==> config.mk <==
export PLATFORM = sky130hd
export DESIGN_NAME = collision_scanner
export DESIGN_NICKNAME = d
export VERILOG_FILES = /design/src/rtl/hero_pkg.sv /design/src/rtl/priority_enc.sv /design/src/rtl/collision_scanner.sv
export SDC_FILE = /design/constraint.sdc
export NUM_CORES = 1
export LEC_CHECK = 0
export CAP_MARGIN = 20
export CORE_UTILIZATION = 53
export CTS_BUF_LIST = sky130_fd_sc_hd__clkbuf_2
export DETAILED_ROUTE_END_ITERATION = 8
export GPL_TIMING_DRIVEN = 0
export PLACE_DENSITY = 0.86
export SYNTH_ARGS = -nofsm -noshare
export SYNTH_HDL_FRONTEND = slang
export SYNTH_SLANG_ARGS = --single-unit
==> constraint.sdc <==
create_clock -name clk -period 2.6 [get_ports clk]
set_input_delay 0.65 -clock clk [delete_from_list [all_inputs] [get_ports clk]]
set_output_delay 0.65 -clock clk [all_outputs]
set_load 0.02 [all_outputs]
==> src/rtl/hero_pkg.sv <==
// Shared definitions for the hero wall-collision logic: scanner FSM encoding
// and default object counts, also used by the collision mux.
package hero_pkg;

    localparam int unsigned NUM_OBJ_DEF = 12;
    localparam int unsigned ACT_W_DEF   = 16;
    localparam int unsigned IDX_W       = 4;

    typedef enum logic [1:0] {
        ST_IDLE = 2'd0,
        ST_SCAN = 2'd1,
        ST_DONE = 2'd2
    } scan_state_e;

endpackage

==> src/rtl/priority_enc.sv <==
// Lowest-set-bit priority encoder: returns the index of the lowest set bit
// of i_vec and whether any bit is set. Purely combinational.
module priority_enc
    import hero_pkg::*;
#(
    parameter int unsigned N = NUM_OBJ_DEF
) (
    input  logic [N-1:0]     i_vec,
    output logic [IDX_W-1:0] o_idx_c,
    output logic             o_valid_c
);

    // Walk from the top down so the lowest set bit is the last to win.
    always_comb begin
        o_idx_c   = '0;
        o_valid_c = 1'b0;
        for (int i = int'(N) - 1; i >= 0; i--) begin
            if (i_vec[i]) begin
                o_idx_c   = IDX_W'(i);
                o_valid_c = 1'b1;
            end
        end
    end

endmodule

==> src/rtl/collision_scanner.sv <==
// Sequentially polls NUM_OBJ wall objects through a one-hot select and
// collects the returned collision flags into a registered hit map.
module collision_scanner
    import hero_pkg::*;
#(
    parameter int unsigned NUM_OBJ = NUM_OBJ_DEF,
    parameter int unsigned ACT_W   = ACT_W_DEF
) (
    input  logic               clk,
    input  logic               rst_n,
    input  logic               start,
    input  logic               coll,
    output logic [ACT_W-1:0]   active,
    output logic               busy,
    output logic               done,
    output logic [NUM_OBJ-1:0] hit_map,
    output logic               any_hit,
    output logic [IDX_W-1:0]   first_hit
);

    scan_state_e        r_state;
    scan_state_e        w_state_nxt;
    logic [IDX_W-1:0]   r_idx;
    logic [IDX_W-1:0]   w_idx_nxt;
    logic [NUM_OBJ-1:0] r_work;
    logic [NUM_OBJ-1:0] w_work_nxt;
    logic [ACT_W-1:0]   w_active;
    logic               w_hit_load;
    logic [IDX_W-1:0]   w_pe_idx;
    logic               w_pe_valid;

    logic [NUM_OBJ-1:0] r_hit_map;
    logic               r_any_hit;
    logic [IDX_W-1:0]   r_first_hit;
    logic               r_busy;
    logic               r_done;

    // Next-state, counter and working-register update; active decodes from r_idx.
    always_comb begin
        w_state_nxt = r_state;
        w_idx_nxt   = r_idx;
        w_work_nxt  = r_work;
        w_active    = '0;
        w_hit_load  = 1'b0;
        case (r_state)
            ST_IDLE: begin
                if (start) begin
                    w_state_nxt = ST_SCAN;
                    w_idx_nxt   = '0;
                    w_work_nxt  = '0;
                end
            end
            ST_SCAN: begin
                w_active   = ACT_W'(1) << r_idx;
                w_work_nxt = r_work | (NUM_OBJ'(coll) << r_idx);
                if (r_idx == IDX_W'(NUM_OBJ - 1)) begin
                    w_state_nxt = ST_DONE;
                    w_hit_load  = 1'b1;
                end else begin
                    w_idx_nxt = r_idx + IDX_W'(1);
                end
            end
            ST_DONE: begin
                w_state_nxt = ST_IDLE;
            end
            default: begin
                w_state_nxt = ST_IDLE;
            end
        endcase
    end

    // Encoder sees the final working map, including the last object's flag.
    priority_enc #(
        .N (NUM_OBJ)
    ) u_priority_enc (
        .i_vec     (w_work_nxt),
        .o_idx_c   (w_pe_idx),
        .o_valid_c (w_pe_valid)
    );

    always_ff @(posedge clk or negedge rst_n) begin
        if (!rst_n) begin
            r_state     <= ST_IDLE;
            r_idx       <= '0;
            r_work      <= '0;
            r_hit_map   <= '0;
            r_any_hit   <= 1'b0;
            r_first_hit <= '0;
            r_busy      <= 1'b0;
            r_done      <= 1'b0;
        end else begin
            r_state <= w_state_nxt;
            r_idx   <= w_idx_nxt;
            r_work  <= w_work_nxt;
            r_busy  <= (w_state_nxt == ST_SCAN);
            r_done  <= (w_state_nxt == ST_DONE);
            if (w_hit_load) begin
                r_hit_map   <= w_work_nxt;
                r_any_hit   <= w_pe_valid;
                r_first_hit <= w_pe_idx;
            end
        end
    end

    assign active    = w_active;
    assign busy      = r_busy;
    assign done      = r_done;
    assign hit_map   = r_hit_map;
    assign any_hit   = r_any_hit;
    assign first_hit = r_first_hit;

endmodule

==> flow_metrics.py, run 1 <==
metrics = {
    "layout": {
        "final_cell_mix": "dfrtp_1, nand2_1, nor2_1",
        "nets": 255,
        "finish.instance_area_um2": 2360,
        "multiInputGateArea_um2": 858,
        "seqCellArea_um2": 928,
        "syn2layout_area_growth_pct": 24.2,
        "final_common_cell": "dfrtp_1",
        "drive_gt1_frac": 0.110,
        "antenna_cells": 0,
        "fin_cells": 291,
        "fin_util": 0.696,
        "fillerInstances": 281,
    },
    "global_routing": {
        "grt_pass1_wl_mm": 6.71,
        "grt_max_degree": 38,
        "grt_pass1_vias": 1404,
        "grtUsageTotal": 0.245,
        "gr-total-overflow": 0,
        "antenna_found_initial": 0,
    },
    "worst_setup_path": {
        "r2r-start": "r_idx[0]",
        "reg2reg_to": "hit_map[8]",
        "worst-r2r-setup-slack_ns": 0.43,
        "reg2reg_depth": 6,
        "critPathRequiredTime_ns": 1.95,
        "path_max_fanout": 9,
        "cp-start-kind": "register",
        "crit_type": "reg2out",
        "endpoint_kind": "output pin",
        "critPathArrivalTime_ns": 1.83,
    },
    "placed_design": {
        "place_area_um2": 2330,
        "place_ws_ns": -0.0392,
        "gp_routability_congestion": 0.932,
        "port_buffers": 38,
        "dp.cells": 284,
        "place_hpwl_mm": 3.15,
    },
    "detailed_routing": {
        "post-route-drc-count": 0,
        "vias": 1599,
        "drt.antenna.violating_nets": 0,
        "wl_per_cell_um": 14.6,
        "drt_iter0_drc": 72,
        "drt-total-wl_mm": 4.25,
        "routed_via_density": 5.49,
        "dr.pass1.iters": 4,
    },
    "yosys": {
        "synth_cell_type_count": 44,
        "ys_dominant_reg_cell": "dfrtp_1",
        "yosysSeqAreaShare": 0.487,
        "synth_nets": 210,
        "syn_area_um2": 1900,
        "syn_area_per_cell_um2": 9.50,
        "ys_ff_latch": 37,
        "netlist_instances": 200,
        "synth_edf_count": 0,
        "ys_warn_count": 0,
        "ys_async_sr_fraction": 1.00,
    },
    "clock_network": {
        "cts_tree": "built",
        "clock-sinks": 37,
        "numCtsBuffers": 5,
        "cts_max_path_buffers": 2,
        "htreeDepth": 2,
        "clock_latency_ns": 0.37,
        "cts_root_buffer": "clkbuf_2",
        "cts_hold_buffers": 0,
        "clk_pin_slew_ns": 0.19,
    },
    "floorplan": {
        "row_count": 21,
        "start_util": 0.560,
        "fp.dieArea_um2": 3830,
        "pin_count": 39,
        "core_area_um2": 3390,
        "die_h_um": 61.9,
        "die_w_um": 61.9,
    },
    "power_and_ir_drop": {
        "p_leak_nw": 1.16,
        "vdd_drop_max_v": 0.000590,
        "powerDensity_nw_per_um2": 1240,
        "power_mw": 2.93,
    },
    "sta": {
        "setup_viol": 0,
        "slew_headroom": 0.469,
        "finalHoldViolations": 0,
        "rsz0062_at_grt": "no",
        "worst_pin_slew_ns": 0.796,
        "period_share": 0.953,
        "setup_ws_ns": 0.122,
        "skew_ns": 0.0184,
        "period_needed_ns": 2.48,
        "fmax_mhz": 404,
        "drv_slew": 0,
    },
    "status": {
        "status": "complete, no violations",
    },
    "hold_path": {
        "hold_path_class": "in2async",
    },
    "run": {
        "max_cap_violations": 0,
    },
}
==> power by group <==
group / switching [mW] / internal, mW
clock network: 0.183 / 0.0674
registers: 0.184 / 0.827
logic: 0.949 / 0.716
==> state kept, by name, summed over array words and instances, names as in the netlist <==
| name | flops |
|---|---|
| hit_map | 12 |
| r_work | 12 |
| first_hit | 4 |
| r_idx | 4 |
| r_state | 2 |
| any_hit | 1 |
| busy | 1 |
| done | 1 |
==> layer usage <==
metal  track usage  vias up  share of wire
li1              -      788              -
met2         0.399       47           0.47
met4        0.0508        0         0.0078
met3        0.0559        4          0.040
met5             0        -              0
met1         0.339      760           0.48
==> cell type report <==
class	instances	share of cell area
tap	46	0.0244
timing repair buffer	39	0.153
buffer	11	0.0292
multi-input combinational	139	0.364
sequential	37	0.394
inverter	12	0.0191
clock buffer	6	0.0127
clock inverter	1	0.00371
==> through the flow <==
step,setup TNS [ns],hold WS [ns]
after floorplan,0,0.354
after global placement,-0.0400,0.464
after detailed placement,-0.0511,0.475
after CTS,0,0.360
after global routing,0,0.364
final,0,0.325
==> how the worst max path moves through the flow <==
stage                  start           end  slack (ns)  cells after the start
floorplan           r_idx[1]     active[1]        0.63                      5
global placement       start  first_hit[1]       -0.04                      7
detailed placement     start  first_hit[1]       -0.04                      7
CTS                 r_idx[1]     active[0]        0.09                      6
global route        r_idx[1]     active[1]       0.003                      6
finish              r_idx[1]     active[1]        0.12                      6
==> logic make-up (layout without fill, tap and decap cells) <==
kind of cell	after synthesis	in the layout	share of synthesized area
AND/OR/NAND/NOR	84	84	0.207
buffers and inverters	24	69	0.0606
adder cells (fa/ha/maj)	6	6	0.0395
flip-flops	37	37	0.487
multiplexers	2	2	0.0119
AO/OA/AOI/OAI	47	47	0.194
==> cell usage after synthesis (2+ instances only) <==
master	instances	share of area
a22o_1	8	0.037
and3b_1	2	0.0092
o21ai_0	11	0.029
a21oi_1	3	0.0079
and3_1	3	0.0099
buf_6	2	0.012
dfrtp_1	37	0.49
buf_4	2	0.0079
and2_1	3	0.0099
inv_1	10	0.020
ha_1	6	0.040
nor2_1	22	0.043
mux2_2	2	0.012
nor2b_1	7	0.023
buf_2	2	0.0053
nand2_1	31	0.061
clkbuf_1	6	0.012
a32oi_1	2	0.0092
a32o_1	2	0.011
nand2b_1	3	0.0099
a22oi_1	3	0.012
o2111ai_1	3	0.014
nor3_1	8	0.021
o41ai_1	2	0.0092
==> repair_timing <==
action / CTS / global route
hold endpoints to repair: 0 / 0
endpoints found under the setup margin: 16 / 4
resized for setup: 20 / 7
setup buffers: 1 / 0
==> critical path: stages, from the launching register on <==
cell	delay (ns)
dfrtp_1	0.43
clkbuf_2	0.18
inv_1	0.12
ha_1	0.16
nand2_1	0.11
nor3_1	0.14
dlygate4sd1_1	0.33
Power figures use the tool's default switching activity.
==> run 2, diff against run 1 <==
==> constraint.sdc (replaced) <==
create_clock -name clk -period 2.5 [get_ports clk]
set_input_delay 0.625 -clock clk [delete_from_list [all_inputs] [get_ports clk]]
set_output_delay 0.625 -clock clk [all_outputs]
set_load 0.02 [all_outputs]
==> flow_metrics.py, run 2 (synthesis gave the netlist of run 1 again) <==
metrics = {
    "sta": {
        "period_share": 0.952,
        "fmax_mhz": 420,
        "skew_ns": 0.0157,
        "setup_viol": 0,
        "rsz0062_at_grt": "no",
        "period_needed_ns": 2.38,
        "finalHoldViolations": 0,
        "worst_pin_slew_ns": 0.815,
        "drv_slew": 0,
        "slew_headroom": 0.456,
    },
    "power_and_ir_drop": {
        "p_leak_nw": 1.14,
        "internal_power_mw": 1.67,
        "powerDensity_nw_per_um2": 1310,
        "combPwrFrac": 0.570,
        "vdd_drop_max_v": 0.000608,
        "swShare": 0.452,
        "seqPwrFrac": 0.345,
        "power_mw": 3.05,
        "p_switching_mw": 1.38,
        "pwr-share-clk": 0.085,
    },
    "detailed_routing": {
        "drt-total-wl_mm": 4.30,
        "drt_iter0_drc": 55,
        "dr.pass1.iters": 4,
        "wl_per_cell_um": 14.7,
        "post-route-drc-count": 0,
        "vias": 1599,
        "routed_via_density": 5.48,
        "drt.antenna.violating_nets": 0,
    },
    "layout": {
        "fin_cells": 292,
        "final_common_cell": "dfrtp_1",
        "syn2layout_area_growth_pct": 22.3,
        "antenna_cells": 0,
        "fin_util": 0.685,
        "drive_gt1_frac": 0.159,
        "final_cell_mix": "dfrtp_1, nand2_1, nor2_1",
        "nets": 256,
    },
    "floorplan": {
        "core_area_um2": 3390,
        "die_h_um": 61.9,
        "fp.dieArea_um2": 3830,
        "pin_count": 39,
        "die_w_um": 61.9,
        "row_count": 21,
        "start_util": 0.560,
    },
    "clock_network": {
        "clock-sinks": 37,
        "cts_hold_buffers": 0,
        "clk_pin_slew_ns": 0.18,
        "clock_latency_ns": 0.37,
        "cts_max_path_buffers": 2,
        "cts_root_buffer": "clkbuf_2",
        "htreeDepth": 2,
        "cts_tree": "built",
        "numCtsBuffers": 5,
    },
    "worst_setup_path": {
        "critPathArrivalTime_ns": 1.76,
        "path_max_fanout": 4,
        "endpoint_kind": "output pin",
        "crit_path_end": "active[15]",
        "worst-r2r-setup-slack_ns": 0.32,
        "r2r-start": "r_idx[0]",
        "setup.worst_path.start": "r_idx[0]",
        "crit_type": "reg2out",
        "critPathRequiredTime_ns": 1.88,
        "cp-start-kind": "register",
        "reg2reg_depth": 6,
        "reg2reg_to": "hit_map[8]",
    },
    "hold_path": {
        "hold_path_class": "in2async",
    },
    "placed_design": {
        "gp_routability_congestion": 0.932,
        "place_hpwl_mm": 3.15,
        "dp.cells": 284,
        "port_buffers": 38,
    },
    "global_routing": {
        "antenna_found_initial": 0,
        "grt_pass1_vias": 1410,
        "grtUsageTotal": 0.245,
        "gr-total-overflow": 0,
        "grt_max_degree": 38,
        "grt_pass1_wl_mm": 6.71,
    },
    "status": {
        "status": "complete, no violations",
    },
    "run": {
        "max_cap_violations": 0,
    },
}
-- run 2: power by group through the flow --
stage | combinational [mW] | clock (mW) | sequential [mW]
3_3_place_gp | 1.72 | 0 | 1.05
2_1_floorplan | 0.971 | 0 | 1.19
4_1_cts | 1.74 | 0.264 | 1.05
6_report | 1.74 | 0.258 | 1.05
3_5_place_dp | 1.75 | 0 | 1.07
5_1_grt | 1.90 | 0.295 | 1.08
-- run 2: final cells by class --
class	count	area [um^2]
fill	285	1070
sequential	37	928
multi-input combinational	139	858
timing repair buffer	39	318
buffer	12	76.3
tap	46	57.6
inverter	12	45.0
clock buffer	6	30.0
clock inverter	1	8.76
-- run 2: metal layers --
layer	vias up	routed length, um	part of all wire	GRT usage
met1	769	2070	0.48	0.337
met4	0	33	0.0077	0.0508
met5	-	0	0	0
met3	4	190	0.044	0.0559
met2	37	2010	0.47	0.401
li1	789	-	-	-
-- run 2: critical path: stages (launching register included) --
cell,delay [ns]
dfrtp_2,0.46
ha_1,0.25
ha_1,0.21
and3_1,0.16
dlygate4sd2_1,0.31
-- run 2: stage by stage --
stage | TNS [ns] | hold slack (ns) | instance area, um^2 | worst slack (ns)
floorplan | 0 | 0.329 | 1900 | 0.552
global placement | -0.180 | 0.464 | 2340 | -0.115
detailed placement | -0.201 | 0.475 | 2330 | -0.114
CTS | 0 | 0.335 | 2360 | 0.0166
global route | 0 | 0.339 | 2320 | 0.00908
finish | 0 | 0.314 | 2320 | 0.119
-- run 2: how the worst min path moves through the flow --
| stage | to | slack [ns] | from | depth (start not counted) |
|---|---|---|---|---|
| floorplan | any_hit | 0.33 | rst_n | 0 |
| global placement | hit_map[5] | 0.46 | hit_map[5] | 2 |
| detailed placement | hit_map[4] | 0.48 | hit_map[4] | 2 |
| CTS | hit_map[11] | 0.34 | rst_n | 1 |
| global route | r_work[11] | 0.34 | rst_n | 1 |
| finish | hit_map[11] | 0.31 | rst_n | 1 |
-- run 2: what timing repair did --
action	in CTS	in global routing
setup endpoints to repair	16	14
setup buffers	1	0
resized for setup	21	29
